**src/rtl/pic32_link_pkg.sv**
```systemverilog
// Shared definitions for the FPGA<->PIC32 nibble link: FSM states, widths and
// a helper for sizing down-counters.
package pic32_link_pkg;

    localparam int NIBBLE_W = 4;
    localparam int BYTE_W   = 8;

    typedef enum logic [2:0] {
        IDLE,
        SETUP_HI,
        WAIT_HI,
        SETUP_LO,
        WAIT_LO
    } link_state_e;

    // Width needed for a counter that must hold the larger of two load values.
    function automatic int cnt_width(input int a, input int b);
        int max_v;
        max_v = (a > b) ? a : b;
        return (max_v < 1) ? 1 : $clog2(max_v + 1);
    endfunction

endpackage

```
**src/rtl/pic32_byte_fifo.sv**
```systemverilog
// Small synchronous byte FIFO with extra-bit pointers and registered
// full/empty flags; read data is the entry at the read pointer.
module pic32_byte_fifo
    import pic32_link_pkg::*;
#(
    parameter int DEPTH = 4
) (
    input  logic              clock,
    input  logic              reset_n,
    input  logic              push,
    input  logic [BYTE_W-1:0] wr_data,
    input  logic              pop,
    output logic [BYTE_W-1:0] rd_data,
    output logic              full,
    output logic              empty
);

    localparam int PTR_W = $clog2(DEPTH);
    localparam logic [PTR_W:0] PTR_ONE = 1;

    logic [BYTE_W-1:0] mem_reg [DEPTH];
    logic [PTR_W:0]    wr_ptr_reg, wr_ptr_next;
    logic [PTR_W:0]    rd_ptr_reg, rd_ptr_next;
    logic              full_reg, full_next;
    logic              empty_reg, empty_next;
    logic              do_push, do_pop;

    // Requests are qualified by the registered flags only, so a pop never
    // frees a slot for a push in the same cycle.
    assign do_push = push & ~full_reg;
    assign do_pop  = pop & ~empty_reg;

    always_comb begin
        wr_ptr_next = do_push ? (wr_ptr_reg + PTR_ONE) : wr_ptr_reg;
        rd_ptr_next = do_pop  ? (rd_ptr_reg + PTR_ONE) : rd_ptr_reg;
        empty_next  = (wr_ptr_next == rd_ptr_next);
        full_next   = (wr_ptr_next[PTR_W] != rd_ptr_next[PTR_W]) &&
                      (wr_ptr_next[PTR_W-1:0] == rd_ptr_next[PTR_W-1:0]);
    end

    always_ff @(posedge clock or negedge reset_n) begin
        if (!reset_n) begin
            wr_ptr_reg <= '0;
            rd_ptr_reg <= '0;
            full_reg   <= 1'b0;
            empty_reg  <= 1'b1;
        end else begin
            wr_ptr_reg <= wr_ptr_next;
            rd_ptr_reg <= rd_ptr_next;
            full_reg   <= full_next;
            empty_reg  <= empty_next;
        end
    end

    genvar gi;
    generate
        for (gi = 0; gi < DEPTH; gi++) begin : g_entry
            always_ff @(posedge clock) begin
                if (do_push && (wr_ptr_reg[PTR_W-1:0] == PTR_W'(gi))) begin
                    mem_reg[gi] <= wr_data;
                end
            end
        end
    endgenerate

    assign rd_data = mem_reg[rd_ptr_reg[PTR_W-1:0]];
    assign full    = full_reg;
    assign empty   = empty_reg;

endmodule

```
**src/rtl/pic32_nibble_transmitter.sv**
```systemverilog
// FPGA-to-PIC32 return path: buffers bytes and sends each as two nibbles
// (high first) using a two-phase strobe/ack toggle handshake.
module pic32_nibble_transmitter
    import pic32_link_pkg::*;
#(
    parameter int FIFO_DEPTH   = 4,
    parameter int SETUP_CYCLES = 8,
    parameter int ACK_TIMEOUT  = 4096
) (
    input  logic                clock,
    input  logic                reset_n,
    input  logic [BYTE_W-1:0]   in_data,
    input  logic                in_valid,
    output logic                in_ready,
    input  logic                pic_ack,
    output logic [NIBBLE_W-1:0] pic_data,
    output logic                pic_strobe,
    output logic                busy,
    output logic                timeout,
    input  logic                timeout_clear
);

    localparam int CNT_W = cnt_width(SETUP_CYCLES, ACK_TIMEOUT);
    localparam logic [CNT_W-1:0] SETUP_LOAD = CNT_W'(SETUP_CYCLES);
    localparam logic [CNT_W-1:0] ACK_LOAD   = CNT_W'(ACK_TIMEOUT);
    localparam logic [CNT_W-1:0] CNT_ONE    = 1;

    logic                ack_meta_reg, ack_s_reg;
    link_state_e         state_reg, state_next;
    logic [CNT_W-1:0]    cnt_reg, cnt_next;
    logic [NIBBLE_W-1:0] lo_nibble_reg, lo_nibble_next;
    logic [NIBBLE_W-1:0] pic_data_reg, pic_data_next;
    logic                strobe_reg, strobe_next;
    logic                timeout_reg, timeout_next;
    logic                timeout_set;

    logic                fifo_pop;
    logic [BYTE_W-1:0]   fifo_rd_data;
    logic                fifo_full, fifo_empty;

    pic32_byte_fifo #(
        .DEPTH (FIFO_DEPTH)
    ) u_fifo (
        .clock   (clock),
        .reset_n (reset_n),
        .push    (in_valid),
        .wr_data (in_data),
        .pop     (fifo_pop),
        .rd_data (fifo_rd_data),
        .full    (fifo_full),
        .empty   (fifo_empty)
    );

    // pic_ack is asynchronous to clock; only the second flop feeds the FSM.
    always_ff @(posedge clock or negedge reset_n) begin
        if (!reset_n) begin
            ack_meta_reg <= 1'b0;
            ack_s_reg    <= 1'b0;
        end else begin
            ack_meta_reg <= pic_ack;
            ack_s_reg    <= ack_meta_reg;
        end
    end

    always_ff @(posedge clock or negedge reset_n) begin
        if (!reset_n) begin
            state_reg     <= IDLE;
            cnt_reg       <= '0;
            lo_nibble_reg <= '0;
            pic_data_reg  <= '0;
            strobe_reg    <= 1'b0;
            timeout_reg   <= 1'b0;
        end else begin
            state_reg     <= state_next;
            cnt_reg       <= cnt_next;
            lo_nibble_reg <= lo_nibble_next;
            pic_data_reg  <= pic_data_next;
            strobe_reg    <= strobe_next;
            timeout_reg   <= timeout_next;
        end
    end

    always_comb begin
        state_next     = state_reg;
        cnt_next       = cnt_reg;
        lo_nibble_next = lo_nibble_reg;
        pic_data_next  = pic_data_reg;
        strobe_next    = strobe_reg;
        fifo_pop       = 1'b0;
        timeout_set    = 1'b0;

        case (state_reg)
            IDLE: begin
                if (!fifo_empty) begin
                    fifo_pop       = 1'b1;
                    pic_data_next  = fifo_rd_data[BYTE_W-1:NIBBLE_W];
                    lo_nibble_next = fifo_rd_data[NIBBLE_W-1:0];
                    cnt_next       = SETUP_LOAD;
                    state_next     = SETUP_HI;
                end
            end

            SETUP_HI, SETUP_LO: begin
                if (cnt_reg == '0) begin
                    strobe_next = ~strobe_reg;
                    cnt_next    = ACK_LOAD;
                    state_next  = (state_reg == SETUP_HI) ? WAIT_HI : WAIT_LO;
                end else begin
                    cnt_next = cnt_reg - CNT_ONE;
                end
            end

            WAIT_HI, WAIT_LO: begin
                if (ack_s_reg == strobe_reg) begin
                    if (state_reg == WAIT_HI) begin
                        pic_data_next = lo_nibble_reg;
                        cnt_next      = SETUP_LOAD;
                        state_next    = SETUP_LO;
                    end else begin
                        state_next = IDLE;
                    end
                end else if (cnt_reg == '0) begin
                    // Abort the byte and copy the ack phase so the next byte
                    // starts from a matched strobe/ack pair.
                    timeout_set = 1'b1;
                    strobe_next = ack_s_reg;
                    state_next  = IDLE;
                end else begin
                    cnt_next = cnt_reg - CNT_ONE;
                end
            end

            default: begin
                state_next = IDLE;
            end
        endcase

        if (timeout_clear) begin
            timeout_next = 1'b0;
        end else if (timeout_set) begin
            timeout_next = 1'b1;
        end else begin
            timeout_next = timeout_reg;
        end
    end

    assign in_ready   = ~fifo_full;
    assign pic_data   = pic_data_reg;
    assign pic_strobe = strobe_reg;
    assign timeout    = timeout_reg;
    assign busy       = ~fifo_empty | (state_reg != IDLE);

endmodule

```
**config.mk**
```make
export PLATFORM = sky130hd
export DESIGN_NAME = pic32_nibble_transmitter
export DESIGN_NICKNAME = d
export VERILOG_FILES = /design/src/rtl/pic32_link_pkg.sv /design/src/rtl/pic32_byte_fifo.sv /design/src/rtl/pic32_nibble_transmitter.sv
export SDC_FILE = /design/constraint.sdc
export NUM_CORES = 1
export LEC_CHECK = 0
export BUFFER_PORTS_ARGS = -buffer_cell sky130_fd_sc_hd__buf_2
export CAP_MARGIN = 20
export CORE_UTILIZATION = 45
export DETAILED_ROUTE_END_ITERATION = 8
export SLEW_MARGIN = 30
export SYNTH_ARGS = -nofsm -noshare
export SYNTH_HDL_FRONTEND = slang
export SYNTH_SLANG_ARGS = --single-unit
```
**constraint.sdc**
```tcl
create_clock -name clock -period 2.4 [get_ports clock]
set_input_delay 0.24 -clock clock [delete_from_list [all_inputs] [get_ports clock]]
set_output_delay 0.24 -clock clock [all_outputs]
set_load 0.02 [all_outputs]
```
==> impl_metrics.yaml, run 1 <==
run_status:
  status: "finished, violations left"
  violations: "negative hold slack"
floorplan:
  core-area_mm2: 0.00649
  die-area_mm2: 0.00719
  dieHeight_um: 84.8
  row_count: 29
  die_w_um: 84.8
  start_util_pct: 47.5
  ios: 21
finish:
  num_antenna_cells: 0
  postLayoutCellArea_mm2: 0.00357
  syn_to_final_growth_pct: 15.7
  drive_gt1_share_pct: 26.2
  fin_nets: 294
  largest_reg_flops: 32
  fin_util_pct: 55.0
timing:
  grt_setup_unrepaired: "no"
  fmax_mhz: 445
  fin_skew_ns: 0.00642
  layout_min_cycle_time_ns: 2.25
  tns_ns: 0
  holdWs_ns: -0.0142
  timing.final.crit_share_pct: 93.7
  tightest_slew_ns: 0.806
  report.final.slew_viol_count: 0
  setup_viol: 0
  hold_violations: 35
  slew_headroom_pct: 46.3
min_path:
  holdCritPathClass: "in -> async"
critical_path:
  critPathLaunch: "cnt_reg[3]"
  startpoint_type: "flip-flop"
  critPathMaxStageDelay_ns: 0.54
  arrival_ns: 2.52
  worst_ep_required_time_ns: 2.67
  path_cells: "or4_4 > or3_1 > a211o_1 > or4_1 > a21oi_1"
  cp_slowest_cell: "or4_4"
  path_buf_inv: 0
  worstSetupPathType: "reg -> reg"
  cp_top_family: "simple AND/OR/NAND/NOR gates"
  crit_fanout: 7
  rr_startpoint: "cnt_reg[3]"
  critPathCaptureType: "flip-flop"
detailed_routing:
  postRouteAntennaNets: 0
  dr.pass1.iters: 6
  wl_per_cell_um: 15.6
  num_vias: 1982
  vias_per_cell: 5.57
  drc: 0
  routed_wl_mm: 5.54
  drt_iter0_markers: 82
clock_tree:
  ctsRootBufferMaster: "clkbuf_8"
  cts_htree_levels: 3
  clock_latency_ns: 0.34
  cts_buffers: 9
  postCtsHoldBufs: 1
  cts_tree: "done"
  clock_path_buffers: 2
  cts_resized: 0
  clk_pin_slew_ns: 0.08
  cts_sinks: 68
  postCtsSetupBuffers: 0
logic_synthesis:
  syn_inst: 238
  avgSynthCellArea_um2: 13.0
  ys_seq_elements: 68
  synth_ff_type: "dfrtp_1"
  ys_seq_area_share_pct: 60.4
  syn_nets: 258
  netlist_area_mm2: 0.00309
  yosysWarnings: 0
  synth.distinct_cells: 48
  async_reset_ff_share_pct: 52.9
  synth-edff-count: 32
placed_design:
  port_buffers: 20
  dpl-instance-area_mm2: 0.00335
  place_congestion: 0.749
  place_hpwl_mm: 3.78
power_and_ir_drop:
  power_uw: 4270
  pwr-share-clk_pct: 23.0
  vdd_drop_max_mv: 0.688
  seqPwrFrac_pct: 44.0
  leakage_uw: 0.00142
  p_sw_uw: 1510
  p_int_uw: 2760
  p_comb_share_pct: 33.1
  switching_share_pct: 35.3
  power_density_mw_per_mm2: 1200
grt:
  grt_pass1_wl_mm: 9.57
  globalRouteOverflowTotal: 0
  grt_pass1_vias: 1978
  groute.usage.overall_pct: 17.8
  grt_max_degree: 37
  antenna_found_initial: 0
run:
  max_cap_viol_count: 0
-- per-layer routing --
metal / wire [µm] / share of wire (%) / GRT usage, % / vias up
li1: - / - / - / 968
met1: 2570 / 46 / 22.2 / 961
met2: 2640 / 48 / 28.8 / 45
met3: 229 / 4.1 / 5.80 / 8
met4: 95 / 1.7 / 7.40 / 0
met5: 0 / 0 / 0 / -
-- layout by cell type, fill, tap and decap left out, types with 4 or more instances in the layout --
master,netlist,layout
a211oi_1,4,4
a21oi_1,17,17
buf_2,2,20
buf_4,1,15
clkbuf_8,0,9
dfrtp_1,35,35
edfxtp_1,32,32
ha_1,7,7
inv_1,13,13
mux2_2,6,6
mux2i_1,5,5
mux4_2,8,8
nand2_1,5,5
nand3_1,4,4
nor2_1,19,19
nor3_1,9,9
nor4_1,5,4
o21ai_0,4,4
o31ai_1,4,4
xnor2_1,8,8
-- cell usage after synthesis, drive strengths merged (2+ instances only) --
| master | n | share of area [%] |
|---|---|---|
| nand2 | 5 | 0.61 |
| mux2 | 6 | 2.2 |
| nor2b | 3 | 0.61 |
| nand3b | 2 | 0.49 |
| a21oi | 17 | 2.8 |
| xnor2 | 8 | 2.3 |
| a21o | 2 | 0.49 |
| xor2 | 3 | 0.85 |
| nor4 | 5 | 1.0 |
| or3 | 3 | 0.61 |
| ha | 7 | 2.8 |
| clkbuf | 8 | 0.97 |
| nor3b | 2 | 0.49 |
| mux2i | 5 | 1.6 |
| nor2 | 19 | 2.3 |
| o31ai | 4 | 0.97 |
| a211oi | 5 | 1.4 |
| o21ai | 4 | 0.65 |
| nand4 | 2 | 0.41 |
| a311oi | 2 | 0.57 |
| dfrtp | 35 | 28 |
| nand3 | 4 | 0.65 |
| mux4 | 8 | 5.8 |
| edfxtp | 32 | 31 |
| buf | 3 | 0.57 |
| nor3 | 10 | 1.8 |
| inv | 13 | 1.6 |
| or4 | 3 | 0.85 |
| and2 | 3 | 0.61 |
-- final cells by class --
class / count / area [µm²]
Multi-Input combinational cell: 146 / 1130
Sequential cell: 68 / 1860
Clock buffer: 9 / 124
Timing Repair Buffer: 36 / 223
Clock inverter: 7 / 82.6
Inverter: 13 / 48.8
Tap cell: 77 / 96.3
Fill cell: 550 / 2930
-- through the flow --
step	std cells	worst slack (ns)	hold slack (ns)
6_report	356	0.151	-0.0142
5_1_grt	356	0.0133	0.0241
4_1_cts	356	0.142	0.0117
3_5_place_dp	339	0.161	0.346
3_3_place_gp	339	0.208	0.340
2_1_floorplan	238	0.215	-0.0556
-- logic make-up (layout without fill, tap and decap cells) --
group | Yosys count | count (layout) | share of synthesized area, %
DFF | 68 | 68 | 60.4
and+or+nand+nor | 65 | 65 | 11.4
AOI/OAI and AO/OA | 44 | 44 | 9.53
buffers and inverters | 24 | 65 | 3.12
muxes | 19 | 19 | 9.65
xor gates and xnor gates | 11 | 11 | 3.12
adders and majority gates | 7 | 7 | 2.84
-- power groups by stage --
stage	Sequential (µW)	Clock, µW	Combinational [µW]
after CTS	1880	1010	1430
final	1880	980	1410
after floorplan	1830	0	1060
after global placement	1900	0	1410
after detailed placement	1910	0	1420
after global routing	1940	1070	1610
-- worst paths after layout --
kind,endpoint,slack [ns],cells after the start
min in group clock,timeout,0.04,2
max,cnt_reg[11],0.15,5
min reg2reg,ack_s_reg,0.36,0
max in group asynchronous,pic_data[0],1.91,1
max reg2reg,cnt_reg[11],0.15,5
min,pic_strobe,-0.01,1
No activity file was read; power rests on OpenSTA's default activity.
==> run 2, diff against run 1 <==
--- a/config.mk
+++ b/config.mk
@@ -7,8 +7,9 @@
 export LEC_CHECK = 0
 export BUFFER_PORTS_ARGS = -buffer_cell sky130_fd_sc_hd__buf_2
 export CAP_MARGIN = 20
-export CORE_UTILIZATION = 45
+export CORE_UTILIZATION = 55
 export DETAILED_ROUTE_END_ITERATION = 8
+export PLACE_DENSITY = 0.74
 export SLEW_MARGIN = 30
 export SYNTH_ARGS = -nofsm -noshare
 export SYNTH_HDL_FRONTEND = slang
==> run 2 against run 1 <==
  * Utilization grew 13 points
  * Sequential cell count unchanged
  * First-iteration DRC count down 28%
  * Critical endpoint is now cnt_reg[9]
  * Clock-buffer cell count unchanged
  * Die area shrank 18%
  * Largest cell class unchanged
  * Critical path depth unchanged
  * Global-route usage increased by 4.0 points
  * The flow now finishes without violations
==> impl_metrics.yaml, run 2 (synthesis results as in run 1) <==
power_and_ir_drop:
  power_density_mw_per_mm2: 1210
  seqPwrFrac_pct: 43.8
  vdd_drop_max_mv: 0.874
  power_uw: 4300
  switching_share_pct: 35.7
  pwr-share-clk_pct: 22.8
  p_int_uw: 2760
  p_sw_uw: 1540
  p_comb_share_pct: 33.5
  leakage_uw: 0.00142
finish:
  mostFrequentLayoutCells: "35 x dfrtp_1, 32 x edfxtp_1, 20 x buf_2, 19 x nor2_1, 17 x a21oi_1"
  drive_gt1_share_pct: 25.5
  num_antenna_cells: 0
  largest_reg_flops: 32
  syn_to_final_growth_pct: 15.2
  final_common_cell: "dfrtp_1"
  postLayoutCellArea_mm2: 0.00356
  fin_nets: 293
  fin_cells: 348
critical_path:
  worst_ep_required_time_ns: 2.66
  critPathLaunch: "cnt_reg[3]"
  crit_fanout: 7
  startpoint_type: "flip-flop"
  critPathCaptureType: "flip-flop"
  path_cells: "or4_4 > or3_1 > a211o_1 > or4_1 > a21oi_1"
  arrival_ns: 2.53
  rr_startpoint: "cnt_reg[3]"
  critPathMaxStageDelay_ns: 0.53
  worstSetupPathType: "reg -> reg"
  cp_slowest_cell: "or4_4"
timing:
  tightest_slew_ns: 0.812
  timing.final.crit_share_pct: 94.3
  fmax_mhz: 442
  fin_skew_ns: 0.0117
  report.final.slew_viol_count: 0
  tns_ns: 0
  layout_min_cycle_time_ns: 2.26
  grt_setup_unrepaired: "no"
  hold_violations: 0
  slew_headroom_pct: 45.9
  setup_viol: 0
clock_tree:
  cts_htree_levels: 3
  cts_tree: "done"
  postCtsSetupBuffers: 0
  cts_sinks: 68
  cts_resized: 0
  cts_buffers: 9
  clk_pin_slew_ns: 0.08
  ctsRootBufferMaster: "clkbuf_8"
  clock_latency_ns: 0.34
  clock_path_buffers: 2
detailed_routing:
  routed_wl_mm: 5.62
  wl_per_cell_um: 16.1
  drt_iter0_markers: 59
  vias_per_cell: 5.68
  num_vias: 1977
  drc: 0
  postRouteAntennaNets: 0
  dr.pass1.iters: 5
floorplan:
  die-area_mm2: 0.00591
  row_count: 26
  dieHeight_um: 76.9
  core-area_mm2: 0.00527
  ios: 21
  start_util_pct: 58.5
  die_w_um: 76.9
placed_design:
  port_buffers: 20
  dpl-instance-area_mm2: 0.00333
  place_congestion: 0.804
  place_inst: 330
  place_hpwl_mm: 3.79
grt:
  globalRouteOverflowTotal: 0
  grt_pass1_vias: 2028
  groute.usage.overall_pct: 21.8
  grt_pass1_wl_mm: 9.66
  grt_max_degree: 37
  antenna_found_initial: 0
min_path:
  holdCritPathClass: "in -> reg"
  min-delay-start: "timeout_clear"
run:
  max_cap_viol_count: 0
run_status:
  status: "complete, no violations"
==> run 2: cell types whose count changed in the layout (fill, tap and decap cells not counted) <==
cell / previous run / this run
buf_4: 15 / 13
dlygate4sd3_1: 1 / 2
==> run 2: power groups by stage <==
stage,Clock (µW),Combinational [µW],Sequential [µW]
6_report,978,1440,1880
5_1_grt,1050,1590,1930
4_1_cts,1000,1440,1880
3_5_place_dp,0,1420,1900
3_3_place_gp,0,1380,1880
2_1_floorplan,0,1060,1830
==> run 2: final timing paths <==
check / endpoint / slack (ns) / depth (start not counted)
max: cnt_reg[9] / 0.14 / 5
min: timeout / 0.04 / 2
max reg2reg: cnt_reg[9] / 0.14 / 5
min reg2reg: ack_s_reg / 0.35 / 0
max in group asynchronous: u_fifo.rd_ptr_reg[1] / 1.36 / 2
min in group asynchronous: cnt_reg[10] / 0.53 / 2
==> run 2: critical path: cells and delay by family (launching register included) <==
| family | cells | cell delay, ns |
|---|---|---|
| AOI/OAI and AO/OA | 2 | 0.50 |
| DFF | 1 | 0.41 |
| and+or+nand+nor | 3 | 1.27 |
==> run 2: metrics by stage <==
step / worst slack [ns] / utilization (%) / hold WS, ns
global route: 0.0488 / 67.5 / 0.0356
CTS: 0.123 / 67.5 / 0.0256
floorplan: 0.215 / - / -0.0556
finish: 0.138 / 67.5 / 0.0396
detailed placement: 0.145 / 63.2 / 0.335
global placement: 0.223 / 63.2 / 0.332
==> run 2: per-layer routing <==
layer  vias to the layer above  global-route usage [%]  share of wire, %
met4                         0                    7.88              0.82
met3                         5                    7.26               3.9
met1                       976                    27.1                43
li1                        961                       -                 -
met2                        35                    35.5                52
met5                         -                       0                 0
==> run 2: area by class of cell <==
type,instances,area (µm²)
Clock buffer,9,124
Clock inverter,7,82.6
Fill cell,403,1710
Inverter,13,48.8
Multi-Input combinational cell,146,1130
Sequential cell,68,1860
Tap cell,70,87.6
Timing Repair Buffer,35,218
==> run 2: repair_timing <==
item / 4_1_cts / 5_1_grt
hold buffers: 2 / 0
setup endpoints to repair: 0 / 0
endpoints found under the hold margin: 7 / 0
==> run 3, diff against run 2 <==
--- a/config.mk
+++ b/config.mk
@@ -5,11 +5,13 @@
 export SDC_FILE = /design/constraint.sdc
 export NUM_CORES = 1
 export LEC_CHECK = 0
+export ABC_AREA = 1
 export BUFFER_PORTS_ARGS = -buffer_cell sky130_fd_sc_hd__buf_2
 export CAP_MARGIN = 20
 export CORE_UTILIZATION = 55
+export CTS_CLUSTER_SIZE = 8
 export DETAILED_ROUTE_END_ITERATION = 8
-export PLACE_DENSITY = 0.74
+export PLACE_DENSITY = 0.73
 export SLEW_MARGIN = 30
 export SYNTH_ARGS = -nofsm -noshare
 export SYNTH_HDL_FRONTEND = slang
==> run 3 against run 2 <==
  * Routed wire length rose by 23%
  * Register-to-register slack improved by 0.35 ns
  * Synthesized area rose by 10%
  * Global-route usage rose by 2.7 points
  * Sequential share of layout area fell by 3.9 points
  * Fmax rose by 18%
  * Critical endpoint is now cnt_reg[0]
  * Largest power group is now combinational cells
==> impl_metrics.yaml, run 3 <==
run_status:
  status: "complete, no violations"
critical_path:
  arrival_ns: 2.18
  startpoint_type: "flip-flop"
  worst_ep_required_time_ns: 2.67
  critPathCaptureType: "flip-flop"
  rrSetupSlack_ns: 0.49
  crit_fanout: 12
  worstSetupPathType: "reg -> reg"
grt:
  groute.usage.overall_pct: 24.5
  grt_max_degree: 37
  grt_pass1_wl_mm: 11.6
  grt_pass1_vias: 2654
  globalRouteOverflowTotal: 0
  antenna_found_initial: 0
timing:
  grt_setup_unrepaired: "no"
  tightest_slew_ns: 0.812
  tns_ns: 0
  timing.final.crit_share_pct: 79.7
  hold_violations: 0
  report.final.slew_viol_count: 0
  postLayoutSetupSlackWorst_ns: 0.487
  fin_skew_ns: 0.00940
  slew_headroom_pct: 45.9
  layout_min_cycle_time_ns: 1.91
  fmax_mhz: 523
  setup_viol: 0
logic_synthesis:
  netlist_area_mm2: 0.00340
  yosysWarnings: 0
  synth_common_cells: "120 x nand2_1, 48 x inv_1, 48 x nor2_1, 40 x o21ai_0, 35 x dfrtp_1"
  syn_nets: 423
  synth.most_common_cell: "nand2_1"
  netlist.area_leader.share_pct: 28.3
  synth_area_leaders: "edfxtp_1 28%, dfrtp_1 26%, nand2_1 13%, o21ai_0 5.9%, inv_1 5.3%"
  ys_seq_elements: 68
  async_reset_ff_share_pct: 52.9
  yosys.area.top_type: "edfxtp_1"
  syn_inst: 403
  avgSynthCellArea_um2: 8.43
  synth_ff_type: "dfrtp_1"
  synth.distinct_cells: 27
  synth-edff-count: 32
  ys_seq_area_share_pct: 54.9
power_and_ir_drop:
  vdd_drop_max_mv: 0.708
  p_int_uw: 2860
  power_density_mw_per_mm2: 1300
  p_sw_uw: 2130
  pwr-share-clk_pct: 21.9
  leakage_uw: 0.00187
  seqPwrFrac_pct: 36.5
  switching_share_pct: 42.7
  p_comb_share_pct: 41.5
clock_tree:
  clock_path_buffers: 2
  cts_buffers: 9
  cts_htree_levels: 3
  cts_sinks: 68
  ctsRootBufferMaster: "clkbuf_8"
  clk_pin_slew_ns: 0.08
  clock_latency_ns: 0.35
  cts_tree: "done"
finish:
  syn_to_final_growth_pct: 13.2
  fin_util_pct: 64.9
  mostFrequentLayoutCells: "120 x nand2_1, 48 x inv_1, 48 x nor2_1, 40 x o21ai_0, 35 x dfrtp_1"
  final_common_cell: "nand2_1"
  drive_gt1_share_pct: 12.5
  num_antenna_cells: 0
  largest_reg_flops: 32
  fin_nets: 455
detailed_routing:
  drt_iter0_markers: 157
  vias_per_cell: 5.20
  drc: 0
  routed_wl_mm: 6.92
  postRouteAntennaNets: 0
  num_vias: 2678
  wl_per_cell_um: 13.4
  dr.pass1.iters: 4
floorplan:
  row_count: 28
  die_w_um: 80.6
  core-area_mm2: 0.00592
  dieHeight_um: 80.6
  start_util_pct: 57.4
  ios: 21
  die-area_mm2: 0.00649
run:
  max_cap_viol_count: 0
placed_design:
  place_congestion: 0.929
  place_hpwl_mm: 4.87
  place_ws_ns: 0.500
  port_buffers: 20
min_path:
  holdCritPathClass: "in -> reg"
-- run 3: per-stage QoR --
stage                     power, µW  hold WS [ns]  instance area, µm²  std cells
after global routing           5430        0.0137                3840        515
after detailed placement       3900         0.351                3600        497
after global placement         3840         0.334                3600        497
final                          4990        0.0320                3840        515
after CTS                      5000        0.0209                3840        515
after floorplan                3350       -0.0556                3400        403
-- run 3: kinds of logic after synthesis --
group,count (synthesis),synth area share (%)
AOI/OAI and AO/OA,49,7.41
xor gates and xnor gates,4,1.03
adders and majority gates,7,2.58
buffers and inverters,57,6.56
DFF,68,54.9
and+or+nand+nor,218,27.6
-- run 3: layout make-up --
type | count | area (µm²)
flip-flops and latches | 68 | 1860
clock buffers | 9 | 124
inverters | 51 | 191
repair buffers | 27 | 158
fillers | 516 | 2080
multi-input cells | 278 | 1310
clock inverters | 7 | 105
well taps | 75 | 93.8
-- run 3: metal layers --
layer / up-vias / share of wire [%] / global-route usage [%]
met5: - / 0 / 0
met4: 0 / 1.7 / 11.1
met3: 8 / 4.8 / 6.70
met2: 61 / 51 / 43.0
met1: 1239 / 43 / 27.6
li1: 1370 / - / -
-- run 3: what timing repair did --
item	4_1_cts	5_1_grt
setup buffers	0	0
endpoints found under the hold margin	34	0
resized for setup	0	0
hold buffers	2	0
-- run 3: worst paths after layout --
kind                               startpoint                   end  depth (start not counted)
worst min register to register   ack_meta_reg             ack_s_reg                          0
max in group asynchronous             reset_n  u_fifo.rd_ptr_reg[1]                          2
min in group asynchronous             reset_n            cnt_reg[8]                          2
worst max-delay path             state_reg[1]            cnt_reg[0]                          7
worst max register to register   state_reg[1]            cnt_reg[0]                          7
worst min-delay path            timeout_clear               timeout                          2
-- run 3: power by group through the flow --
stage / clock (µW) / combinational [µW] / sequential, µW
6_report: 1090 / 2070 / 1820
2_1_floorplan: 0 / 1540 / 1810
5_1_grt: 1170 / 2390 / 1860
4_1_cts: 1110 / 2070 / 1820
3_3_place_gp: 0 / 2010 / 1830
3_5_place_dp: 0 / 2060 / 1840
-- run 3: worst max-delay path: stages, from the launching register on --
cell     delay, ns
dfrtp_1       0.46
o21ai_0       0.34
nand2_1       0.15
nor2_4        0.20
inv_2         0.07
nor2_4        0.29
nand2_1       0.15
o21ai_0       0.17
